## src/rtl/load_store_unit_pkg.sv

```systemverilog
// load_store_unit_pkg: shared rv32i load/store encodings, LSU states and fault causes
package load_store_unit_pkg;
    localparam logic [6:0] OP_LOAD  = 7'b0000011;
    localparam logic [6:0] OP_STORE = 7'b0100011;
    localparam logic [2:0] F3_LB  = 3'b000;
    localparam logic [2:0] F3_LH  = 3'b001;
    localparam logic [2:0] F3_LW  = 3'b010;
    localparam logic [2:0] F3_LBU = 3'b100;
    localparam logic [2:0] F3_LHU = 3'b101;
    localparam logic [2:0] F3_SB  = 3'b000;
    localparam logic [2:0] F3_SH  = 3'b001;
    localparam logic [2:0] F3_SW  = 3'b010;
    typedef enum logic [1:0] {S_IDLE, S_ACCESS, S_RESP} lsu_state_e;
    typedef enum logic [2:0] {F_NONE, F_FUNCT3, F_MISALIGN, F_RANGE, F_TIMEOUT} fault_e;
    function automatic logic bad_funct3(input logic is_store, input logic [2:0] funct3);
        return is_store ? funct3 >= 3'b011 : (funct3 == 3'b011 || funct3[2:1] == 2'b11);
    endfunction
endpackage

```

## src/rtl/load_store_unit_if.sv

```systemverilog
// load_store_unit_if: core request/response and data-RAM bus of the LSU
interface load_store_unit_if;
    logic        req_valid;
    logic        req_ready;
    logic        req_is_store;
    logic [2:0]  req_funct3;
    logic [31:0] req_base;
    logic [11:0] req_offset;
    logic [31:0] req_wdata;
    logic [4:0]  req_rd;
    logic        resp_valid;
    logic [4:0]  resp_rd;
    logic [31:0] resp_rdata;
    logic        resp_fault;
    logic [31:0] resp_fault_addr;
    logic        mem_req;
    logic        mem_we;
    logic [31:0] mem_addr;
    logic [3:0]  mem_be;
    logic [31:0] mem_wdata;
    logic        mem_ack;
    logic [31:0] mem_rdata;
    modport slave (
        input  req_valid, req_is_store, req_funct3, req_base, req_offset, req_wdata, req_rd,
        input  mem_ack, mem_rdata,
        output req_ready, resp_valid, resp_rd, resp_rdata, resp_fault, resp_fault_addr,
        output mem_req, mem_we, mem_addr, mem_be, mem_wdata
    );
    modport master (
        output req_valid, req_is_store, req_funct3, req_base, req_offset, req_wdata, req_rd,
        output mem_ack, mem_rdata,
        input  req_ready, resp_valid, resp_rd, resp_rdata, resp_fault, resp_fault_addr,
        input  mem_req, mem_we, mem_addr, mem_be, mem_wdata
    );
endinterface

```

## src/rtl/load_store_unit_lane_align.sv

```systemverilog
// load_store_unit_lane_align: byte enables, store replication, load extract/extend, misalign flag
module load_store_unit_lane_align (
    input  logic [1:0]  ea_lo,
    input  logic [2:0]  funct3,
    input  logic [31:0] wdata,
    input  logic [31:0] rdata,
    output logic [3:0]  be,
    output logic [31:0] wdata_rep,
    output logic [31:0] rdata_ext,
    output logic        misaligned
);
    logic [1:0]  size;
    logic [31:0] lane;
    logic        sgn;
    always_comb begin
        size       = funct3[1:0];
        lane       = rdata >> {ea_lo, 3'b000};
        sgn        = ~funct3[2];
        be         = size == 2'd0 ? 4'b0001 << ea_lo : size == 2'd1 ? 4'b0011 << ea_lo : 4'b1111;
        wdata_rep  = size == 2'd0 ? {4{wdata[7:0]}} : size == 2'd1 ? {2{wdata[15:0]}} : wdata;
        rdata_ext  = size == 2'd0 ? {{24{sgn & lane[7]}}, lane[7:0]} :
                     size == 2'd1 ? {{16{sgn & lane[15]}}, lane[15:0]} : lane;
        misaligned = (size == 2'd1 && ea_lo[0]) || (size == 2'd2 && ea_lo != 2'b00);
    end
endmodule

```

## src/rtl/load_store_unit.sv

```systemverilog
// load_store_unit: rv32i data-memory stage with RAM req/ack handshake and one registered response per op
module load_store_unit
    import load_store_unit_pkg::*;
#(
    parameter int TIMEOUT_CYCLES = 16,
    parameter int ADDR_LIMIT     = 4096
) (
    input logic               clk,
    input logic               rst,
    load_store_unit_if.slave  bus
);
    localparam int          TW    = TIMEOUT_CYCLES > 1 ? $clog2(TIMEOUT_CYCLES) : 1;
    localparam logic [TW-1:0] TMAX  = TW'(TIMEOUT_CYCLES - 1);
    localparam logic [31:0] LIMIT = 32'(ADDR_LIMIT);
    lsu_state_e    state, state_d;
    fault_e        cause;
    logic          is_store_q;
    logic [2:0]    funct3_q;
    logic [31:0]   ea_q, wdata_q, ea_in;
    logic [4:0]    rd_q, r_rd;
    logic [31:0]   r_rdata, r_addr;
    logic          r_fault;
    logic [TW-1:0] cnt;
    logic          idle, access, tmo, mis;
    logic [3:0]    be;
    logic [31:0]   wdata_rep, rdata_ext;
    assign idle   = state == S_IDLE;
    assign access = state == S_ACCESS;
    assign ea_in  = bus.req_base + {{20{bus.req_offset[11]}}, bus.req_offset};
    assign tmo    = access && TIMEOUT_CYCLES != 0 && cnt == TMAX;
    // While idle the aligner screens the incoming request; afterwards it serves the latched op
    load_store_unit_lane_align align (
        .ea_lo      (idle ? ea_in[1:0] : ea_q[1:0]),
        .funct3     (idle ? bus.req_funct3 : funct3_q),
        .wdata      (wdata_q),
        .rdata      (bus.mem_rdata),
        .be         (be),
        .wdata_rep  (wdata_rep),
        .rdata_ext  (rdata_ext),
        .misaligned (mis)
    );
    always_comb begin
        cause = F_NONE;
        if (bad_funct3(bus.req_is_store, bus.req_funct3)) cause = F_FUNCT3;
        else if (mis) cause = F_MISALIGN;
        else if (ea_in >= LIMIT) cause = F_RANGE;
        state_d = state;
        if (idle && bus.req_valid) state_d = cause == F_NONE ? S_ACCESS : S_RESP;
        else if (access && (bus.mem_ack || tmo)) state_d = S_RESP;
        else if (state == S_RESP) state_d = S_IDLE;
    end
    always_ff @(posedge clk) state <= rst ? S_IDLE : state_d;
    always_ff @(posedge clk) begin
        if (rst) begin
            is_store_q <= 1'b0;
            funct3_q   <= '0;
            ea_q       <= '0;
            wdata_q    <= '0;
            rd_q       <= '0;
            cnt        <= '0;
            r_rd       <= '0;
            r_rdata    <= '0;
            r_fault    <= 1'b0;
            r_addr     <= '0;
        end else begin
            if (idle && bus.req_valid) begin
                is_store_q <= bus.req_is_store;
                funct3_q   <= bus.req_funct3;
                ea_q       <= ea_in;
                wdata_q    <= bus.req_wdata;
                rd_q       <= bus.req_rd;
                cnt        <= '0;
                r_rd       <= '0;
                r_rdata    <= '0;
                r_fault    <= cause != F_NONE;
                r_addr     <= cause != F_NONE ? ea_in : '0;
            end
            if (access) begin
                cnt <= cnt + 1'b1;
                if (bus.mem_ack) begin
                    r_rd    <= is_store_q ? 5'd0 : rd_q;
                    r_rdata <= is_store_q ? 32'd0 : rdata_ext;
                end else if (tmo) begin
                    r_fault <= 1'b1;
                    r_addr  <= ea_q;
                end
            end
        end
    end
    assign bus.req_ready       = idle;
    assign bus.resp_valid      = state == S_RESP;
    assign bus.resp_rd         = bus.resp_valid ? r_rd : '0;
    assign bus.resp_rdata      = bus.resp_valid ? r_rdata : '0;
    assign bus.resp_fault      = bus.resp_valid && r_fault;
    assign bus.resp_fault_addr = bus.resp_valid ? r_addr : '0;
    assign bus.mem_req         = access;
    assign bus.mem_we          = access && is_store_q;
    assign bus.mem_addr        = access ? {ea_q[31:2], 2'b00} : '0;
    assign bus.mem_be          = access ? be : '0;
    assign bus.mem_wdata       = access && is_store_q ? wdata_rep : '0;
endmodule
```

## src/flat_wrapper.sv

```systemverilog
// flat-port wrapper written by rule: the top's interface ports become plain ports
module load_store_unit_flat import load_store_unit_pkg::*;
#(
    parameter int TIMEOUT_CYCLES = 16,
    parameter int ADDR_LIMIT     = 4096
)
  (clk, rst, bus_req_valid, bus_req_is_store, bus_req_funct3, bus_req_base, bus_req_offset, bus_req_wdata, bus_req_rd, bus_mem_ack, bus_mem_rdata, bus_req_ready, bus_resp_valid, bus_resp_rd, bus_resp_rdata, bus_resp_fault, bus_resp_fault_addr, bus_mem_req, bus_mem_we, bus_mem_addr, bus_mem_be, bus_mem_wdata);
  load_store_unit_if bus_i ();
  input logic clk;
  input logic rst;
  input wire logic [$bits(bus_i.req_valid)-1:0] bus_req_valid;
  input wire logic [$bits(bus_i.req_is_store)-1:0] bus_req_is_store;
  input wire logic [$bits(bus_i.req_funct3)-1:0] bus_req_funct3;
  input wire logic [$bits(bus_i.req_base)-1:0] bus_req_base;
  input wire logic [$bits(bus_i.req_offset)-1:0] bus_req_offset;
  input wire logic [$bits(bus_i.req_wdata)-1:0] bus_req_wdata;
  input wire logic [$bits(bus_i.req_rd)-1:0] bus_req_rd;
  input wire logic [$bits(bus_i.mem_ack)-1:0] bus_mem_ack;
  input wire logic [$bits(bus_i.mem_rdata)-1:0] bus_mem_rdata;
  output wire logic [$bits(bus_i.req_ready)-1:0] bus_req_ready;
  output wire logic [$bits(bus_i.resp_valid)-1:0] bus_resp_valid;
  output wire logic [$bits(bus_i.resp_rd)-1:0] bus_resp_rd;
  output wire logic [$bits(bus_i.resp_rdata)-1:0] bus_resp_rdata;
  output wire logic [$bits(bus_i.resp_fault)-1:0] bus_resp_fault;
  output wire logic [$bits(bus_i.resp_fault_addr)-1:0] bus_resp_fault_addr;
  output wire logic [$bits(bus_i.mem_req)-1:0] bus_mem_req;
  output wire logic [$bits(bus_i.mem_we)-1:0] bus_mem_we;
  output wire logic [$bits(bus_i.mem_addr)-1:0] bus_mem_addr;
  output wire logic [$bits(bus_i.mem_be)-1:0] bus_mem_be;
  output wire logic [$bits(bus_i.mem_wdata)-1:0] bus_mem_wdata;
  assign bus_i.req_valid = bus_req_valid;
  assign bus_i.req_is_store = bus_req_is_store;
  assign bus_i.req_funct3 = bus_req_funct3;
  assign bus_i.req_base = bus_req_base;
  assign bus_i.req_offset = bus_req_offset;
  assign bus_i.req_wdata = bus_req_wdata;
  assign bus_i.req_rd = bus_req_rd;
  assign bus_i.mem_ack = bus_mem_ack;
  assign bus_i.mem_rdata = bus_mem_rdata;
  assign bus_req_ready = bus_i.req_ready;
  assign bus_resp_valid = bus_i.resp_valid;
  assign bus_resp_rd = bus_i.resp_rd;
  assign bus_resp_rdata = bus_i.resp_rdata;
  assign bus_resp_fault = bus_i.resp_fault;
  assign bus_resp_fault_addr = bus_i.resp_fault_addr;
  assign bus_mem_req = bus_i.mem_req;
  assign bus_mem_we = bus_i.mem_we;
  assign bus_mem_addr = bus_i.mem_addr;
  assign bus_mem_be = bus_i.mem_be;
  assign bus_mem_wdata = bus_i.mem_wdata;
  load_store_unit #(.TIMEOUT_CYCLES(TIMEOUT_CYCLES), .ADDR_LIMIT(ADDR_LIMIT)) u_core (.clk(clk), .rst(rst), .bus(bus_i));
endmodule
```

## config.mk

```make
export PLATFORM = sky130hd
export DESIGN_NAME = load_store_unit_flat
export DESIGN_NICKNAME = d
export VERILOG_FILES = /design/src/rtl/load_store_unit_pkg.sv /design/src/rtl/load_store_unit_if.sv /design/src/rtl/load_store_unit_lane_align.sv /design/src/rtl/load_store_unit.sv /design/src/flat_wrapper.sv
export SDC_FILE = /design/constraint.sdc
export NUM_CORES = 1
export LEC_CHECK = 0
export ABC_AREA = 1
export BUFFER_PORTS_ARGS = -buffer_cell sky130_fd_sc_hd__buf_2
export CORE_UTILIZATION = 49
export CTS_BUF_LIST = sky130_fd_sc_hd__clkbuf_16
export CTS_CLUSTER_DIAMETER = 80
export CTS_CLUSTER_SIZE = 40
export DETAILED_ROUTE_END_ITERATION = 10
export GPL_TIMING_DRIVEN = 0
export PLACE_DENSITY = 0.77
export SETUP_SLACK_MARGIN = 0.1
export SLEW_MARGIN = 0
export SYNTH_ARGS = -nofsm -noshare
export SYNTH_HDL_FRONTEND = slang
export SYNTH_HIERARCHICAL = 1
export SYNTH_SLANG_ARGS = --single-unit
```

## constraint.sdc

```tcl
create_clock -name clk -period 3 [get_ports clk]
set_input_delay 0.3 -clock clk [delete_from_list [all_inputs] [get_ports clk]]
set_output_delay 0.3 -clock clk [all_outputs]
set_load 0.05 [all_outputs]
```

=== Word-level counts from Yosys, hierarchy flattened ===
Index checks and enable logic that the tools add are counted.

* Shift operators: 3
* Equality and inequality tests: 7
* $lt $le $gt $ge: 2
* Muxes and demuxes: 41
* Reductions and logical operators: 17
* Bitwise logic cells: 3
* $add $sub $neg: 2

{| class="wikitable"
|+ Operators with widths
! kind !! number
|-
| $mux W32 || 17
|-
| $add A32 B32 Y32 || 1
|-
| $ge A32 B13 Y1 const B || 1
|-
| $shr A32 B5 Y32 || 1
|-
| $mux W5 || 5
|-
| $mux W4 || 5
|-
| $mux W2 || 6
|-
| $mux W3 || 3
|-
| $logic_and A1 B1 Y1 || 7
|-
| $eq A2 B2 Y1 const B || 3
|-
| $reduce_bool A3 Y1 || 2
|-
| $mux W1 || 5
|-
| $add A4 B1 Y4 const B || 1
|-
| $eq A2 B1 Y1 const B || 2
|-
| $eq A4 B4 Y1 const B || 1
|-
| $logic_not A2 Y1 || 2
|-
| $reduce_bool A2 Y1 || 2
|-
| $shl A1 B2 Y4 const A || 1
|-
| $shl A2 B2 Y4 const A || 1
|-
| $eq A3 B2 Y1 const B || 1
|-
| $ge A3 B2 Y1 const B || 1
|-
| $logic_not A3 Y1 || 1
|-
| $logic_or A1 B1 Y1 || 3
|-
| $and A1 B1 Y1 || 2
|-
| $not A1 Y1 || 1
|}

* Bits of input ports: 121
* Bits in registers: 149
* Output and inout port bits: 142
* Word-level logic and storage cells: 86

=== Depth between registers and ports, before layout ===
* Depth in word-level cells: 13
* Depth in mapped cells: 19
* Gate-level depth less buffers: 18

=== Cells and area by module ===
The synthesis kept the hierarchy.

{| class="wikitable"
|+ Modules (own cells, without submodules)
! module !! sequential area each (um^2) !! area each (um^2) !! times used !! cells an instance
|-
| load_store_unit || 2,982.9 || 9,138.8 || 1 || 1,520
|-
| load_store_unit_lane_align || 0.0 || 1,306.3 || 1 || 272
|}

=== Worst setup path before layout ===
No wires, ideal clock.

* Kind: reg2out
* Start: register u_core.state[1]
* End: output bus_mem_be[2]
* Arrival: 3.375 ns
* Cell stages (with the launch flop): 12
* Slack: -0.675 ns
* Data required time: 2.700 ns
* Cells stage by stage: dfxtp_1 nor2_1 inv_1 o21ai_0 buf_4 inv_2 buf_4 buf_2 ha_1 o22a_1 inv_1 nor2_1

* Word-level cells in the longest chain between the ends: 6
* Elaborated cells between the ends (all ways): 11

{| class="wikitable"
|+ RTL lines
! element !! line !! source
|-
| from (decl) || load_store_unit.sv:15 || <nowiki>lsu_state_e state, state_d;</nowiki>
|-
| from (signal assigned) || load_store_unit.sv:52 || <nowiki>always_ff @(posedge clk) state <= rst ? S_IDLE : state_d;</nowiki>
|-
| $logic_not A2 Y1 * || load_store_unit.sv:27 || <nowiki>assign idle = state == S_IDLE;</nowiki>
|-
| named net bus_req_ready || flat_wrapper.sv:20 || <nowiki>output wire logic [$bits(bus_i.req_ready)-1:0] bus_req_ready;</nowiki>
|-
| $mux W2 or $mux W3 (tied branches) || load_store_unit.sv:33, load_store_unit.sv:34 ||
|-
| $shl A2 B2 Y4 or $eq A2 B1 Y1 (tied branches) || load_store_unit_lane_align.sv:19 || <nowiki>be = size == 2'd0 ? 4'b0001 << ea_lo : size == 2'd1 ? 4'b0011 << ea_lo : 4'b1111;</nowiki>
|-
| $mux W4 || load_store_unit_lane_align.sv:19 ||
|-
| $mux W4 * || load_store_unit_lane_align.sv:19 ||
|-
| named net u_core.be[2] || load_store_unit.sv:25 || <nowiki>logic [3:0] be;</nowiki>
|-
| $mux W4 * || load_store_unit.sv:99 || <nowiki>assign bus.mem_be = access ? be : '0;</nowiki>
|-
| to (decl) || flat_wrapper.sv:29 || <nowiki>output wire logic [$bits(bus_i.mem_be)-1:0] bus_mem_be;</nowiki>
|}

The timed path passes the listed nets; every way through them passes the cells marked *.

=== Final worst setup path ===
* Start: input bus_req_base[0]
* End: register u_core.r_addr[5]

* Word-level cells in the longest chain between the ends: 13
* Elaborated cells between the ends (all ways): 16

{| class="wikitable"
|+ RTL lines
! element !! line !! source
|-
| from (decl) || flat_wrapper.sv:14 || <nowiki>input wire logic [$bits(bus_i.req_base)-1:0] bus_req_base;</nowiki>
|-
| $add A32 B32 Y32 * || load_store_unit.sv:29 || <nowiki>assign ea_in = bus.req_base + {{20{bus.req_offset[11]}}, bus.req_offset};</nowiki>
|-
| named net u_core.ea_in[1] || load_store_unit.sv:19 || <nowiki>logic [31:0] ea_q, wdata_q, ea_in;</nowiki>
|-
| $mux W2 * || load_store_unit.sv:33 || <nowiki>.ea_lo (idle ? ea_in[1:0] : ea_q[1:0]),</nowiki>
|-
| $reduce_bool A2 Y1 * || load_store_unit_lane_align.sv:23 || <nowiki>misaligned = (size == 2'd1 && ea_lo[0]) || (size == 2'd2 && ea_lo != 2'b00);</nowiki>
|-
| $logic_and A1 B1 Y1 * || load_store_unit_lane_align.sv:23 ||
|-
| $logic_or A1 B1 Y1 * || load_store_unit_lane_align.sv:23 ||
|-
| named net u_core.mis || load_store_unit.sv:24 || <nowiki>logic idle, access, tmo, mis;</nowiki>
|-
| $mux W3 * || load_store_unit.sv:45 || <nowiki>else if (mis) cause = F_MISALIGN;</nowiki>
|-
| $mux W3 * || load_store_unit.sv:44 || <nowiki>if (bad_funct3(bus.req_is_store, bus.req_funct3)) cause = F_FUNCT3;</nowiki>
|-
| $reduce_bool A3 Y1 * || load_store_unit.sv:76 || <nowiki>r_addr <= cause != F_NONE ? ea_in : '0;</nowiki>
|-
| $mux W32 * || load_store_unit.sv:76 ||
|-
| $mux W32 * || load_store_unit.sv:66 || <nowiki>if (idle && bus.req_valid) begin</nowiki>
|-
| $mux W32 || load_store_unit.sv:83 || <nowiki>end else if (tmo) begin</nowiki>
|-
| $mux W32 || load_store_unit.sv:80 || <nowiki>if (bus.mem_ack) begin</nowiki>
|-
| $mux W32 * || load_store_unit.sv:78 || <nowiki>if (access) begin</nowiki>
|-
| to (signal assigned) || load_store_unit.sv:76 ||
|-
| to (signal assigned) || load_store_unit.sv:85 || <nowiki>r_addr <= ea_q;</nowiki>
|-
| to (decl) || load_store_unit.sv:21 || <nowiki>logic [31:0] r_rdata, r_addr;</nowiki>
|}

Marks and branches as above.
A chain may end at the register's enable or synchronous reset.

==> run summary <==
================================================================================
Fraction of final layout cells with drive strength greater than 1          0.194
Post-synth EDFFs                                                               0
Maximum clock skew at final layout                                     0.0123 ns
Post-detailed-route wirelength per cell                                  14.7 µm
Max capacitance violation total                                                0
Crit Path Class                                                     primary input to flop
Synth warnings                                                                 6
Detailed-router iteration count before antenna repair                          6
Count of filler cells inserted in the layout                                2092
Final non-filler cell area                                             13000 µm²
Final-report max-slew violation count                                          0
Max incr delay on CP                                                     0.49 ns
Post-Synthesis Cells                                                        1792
Number of H-tree levels                                                        4
Ys async rst share                                                             0
Pre-CTS setup slack                                                    -0.853 ns
Number of rows created at floorplan                                           53
Antenna-violating nets left                                                    0
Final hold slack                                                        0.134 ns
Final period utilization                                                   0.940
Cells taking the most area after synthesis                          dfxtp_1 (29%), nand2_1 (17%), nor2_1 (10%)
Number of global-route vias before repair                                  10874
Unique cell type count in the Yosys netlist                                   39
Multi-input combinational cell area                                     5990 µm²
Lkg Pwr                                                                  6.50 nW
Die outline height                                                        148 µm
Average cell area after synthesis                                       5.83 µm²
Worst max-slew margin expressed relative to the limit                      0.562
Buffer and inverter count on the worst path                                    6
Nature of the critical path endpoint                                        flop
Largest area contributor in the netlist                                  dfxtp_1
Critical Path, Cell by Cell                                         buf_2 > ha_4 > fa_1 > inv_2 > o21ai_4 > buf_6 > inv_6 > buf_8 > ha_4 > o31ai_1 > a211oi_2 > nand3_1 > nor2_1 > nand3_1 > nor2_2 > nand3_4 > clkbuf_16 > nand2_2 > a21oi_2
Detailed Route WL                                                        35.0 mm
Total Power Consumption                                                  6.59 mW
Insertion delay to the later sink of the worst-skew pair                 0.43 ns
Buffers from clock root to sink, at most                                       2
Largest delay share family, worst path                               adder cells
X dimension of the die                                                    148 µm
Fin nets                                                                    2248
Worst min-delay path class                                          primary input to flop
Post-synthesis cell area                                               10400 µm²
GRT Overall Usage                                                          0.315
Register area                                                           2990 µm²
Most used flip-flop cell after synthesis                                 dfxtp_1
Final hold viol count                                                          0
First-pass GRT wire length                                               54.0 mm
Setup repair after global routing missed its margin                           no
Quantity of I/O buffers inserted on ports                                    260
CTS tree                                                                     yes
Setup slack of the most critical reg-to-reg path                         0.20 ns
Cell Pwr Density                                                      506 nW/µm²
Worst endpoint required time                                             3.32 ns
Slowest cell on the critical path                                           fa_1
Detail-routed via count per cell                                            5.13
Slew at the pin with the worst max-slew slack                           0.657 ns
Total negative setup slack                                                  0 ns
# IOs                                                                        263
Final setup viols                                                              0
Starting density of the core                                               0.498
Maximum VDD drop                                                        0.388 mV
Overall overflow remaining after global route                                  0
Area of the core                                                       21000 µm²
Result of the run                                                   complete, no violations
Share of synthesized area occupied by flip-flops and latches               0.286
Number of storage elements in the synthesis netlist                          149
Final RePlAce weighted congestion                                          0.958
Post-DP Area                                                           12100 µm²
Yosys top cell area share                                                  0.286
Detailed-placement wirelength estimate                                   27.5 mm
Crit path DAT                                                            3.14 ns
Maximum fanout encountered on the critical timing path                         5
Num Clock Sinks                                                              149
Number of design rule violations left after detail routing                     0
Overall via count from detail_route                                        12198
Initial antenna violation count                                                0
Post-route minimum period                                                2.82 ns
Maximum number of pins on one net before global-route repair                  22
Highest clock frequency the design can meet                            0.355 GHz
Clock Pin Slew Worst Setup and Hold Paths                                0.07 ns
Inserted Clock Buffers                                                        17
Growth of design area from synthesis to finish                             24.6%
Area enclosed by the die boundary                                      21900 µm²
Initial DRC Count                                                            836
Sort of element at the start of the critical path                   primary input
Clk root buf                                                           clkbuf_16
Setup slack of the critical path after layout                           0.180 ns
================================================================================
## layer usage
layer	vias up	routed length [µm]	GRT usage
li1	6141	-	-
met1	5469	14800	0.391
met2	523	16600	0.546
met3	65	2550	0.0417
met4	0	1060	0.130
met5	-	0	0
## cell families (layout without fill, tap and decap cells)
logic type	count (synthesis)	in the layout	synth area share
AO/OA/AOI/OAI	275	275	0.145
XOR/XNOR	10	10	0.00838
adder cells (fa/ha/maj)	37	37	0.0450
buffers and inverters	386	696	0.149
flip-flops	149	149	0.286
other	1	3	0.000359
AND/OR/NAND/NOR	934	934	0.367
## cell usage after synthesis, drive strengths merged, types with 8 or more instances
cell / n
nand4: 12
buf: 43
inv: 287
xor2: 10
nand2: 498
a21oi: 129
nand3: 113
nor2: 297
dfxtp: 149
clkbuf: 56
o211ai: 8
ha: 36
o21ai: 104
a31oi: 20
## what timing repair did
item                                    CTS  global route
setup buffers                             3            14
hold buffers                              0             0
gates resized for setup                  24            20
endpoints found under the setup margin   19            19
cloned                                    0             1
pin swaps                                 5             7
## stage by stage
stage | instances | util
2_1_floorplan | 1793 | -
5_1_grt | 2378 | 0.621
6_report | 2379 | 0.621
3_5_place_dp | 2328 | 0.578
3_3_place_gp | 2328 | 0.578
4_1_cts | 2363 | 0.612
## path summary, 6_finish.rpt
check                           from                  to  cells after the start
hold reg to reg   u_core/funct3_q[0]  u_core/funct3_q[0]                      2
setup reg to reg     u_core/state[0]    u_core/r_addr[5]                     20
setup / recovery     bus_req_base[0]    u_core/r_addr[5]                     19
hold / removal     bus_req_wdata[18]  u_core/wdata_q[18]                      3
## registers in the layout, indices dropped and copies added, names as in the netlist
register and count:
u_core/cnt 4, u_core/funct3_q 3, u_core/r_addr 32, u_core/r_fault 1, u_core/state 2, u_core/wdata_q 32
u_core/r_rdata 32, u_core/ea_q 32, u_core/r_rd 5, u_core/rd_q 5, u_core/is_store_q 1
## placed cells by master (no fill, tap or decap), types with 8 or more instances in the layout
| master | count |
|---|---|
| xor2_1 | 10 |
| nand2_2 | 16 |
| dfxtp_1 | 147 |
| buf_1 | 8 |
| nand4_1 | 12 |
| ha_1 | 34 |
| buf_2 | 270 |
| nand2_1 | 480 |
| a31oi_1 | 20 |
| clkbuf_1 | 55 |
| o211ai_1 | 8 |
| nor2_2 | 10 |
| a21oi_1 | 117 |
| a21oi_2 | 11 |
| nor2_1 | 282 |
| buf_6 | 8 |
| buf_4 | 30 |
| inv_1 | 279 |
| clkbuf_16 | 18 |
| o21ai_0 | 100 |
| nand3_1 | 110 |
## power by group
part,total [mW],internal (mW),switching (mW),leakage (nW)
Clock,2.19,1.32,0.878,0.293
Combinational,2.16,0.723,1.43,4.99
Sequential,2.24,2.14,0.0981,1.22
## layout make-up
| cell class | count | share of cell area |
|---|---|---|
| inverter | 287 | 0.0837 |
| timing repair buffer | 278 | 0.113 |
| clock buffer | 17 | 0.0327 |
| tap | 275 | 0.0264 |
| sequential | 149 | 0.229 |
| buffer | 99 | 0.0408 |
| clock inverter | 15 | 0.0139 |
| multi-input combinational | 1258 | 0.460 |
| antenna | 1 | 0.000192 |
## worst min-delay path, stage by stage
cell     delay (ns)
buf_2          0.07
o21ai_0        0.07
nor2_1         0.08
No activity file was read; power rests on OpenSTA's default activity.
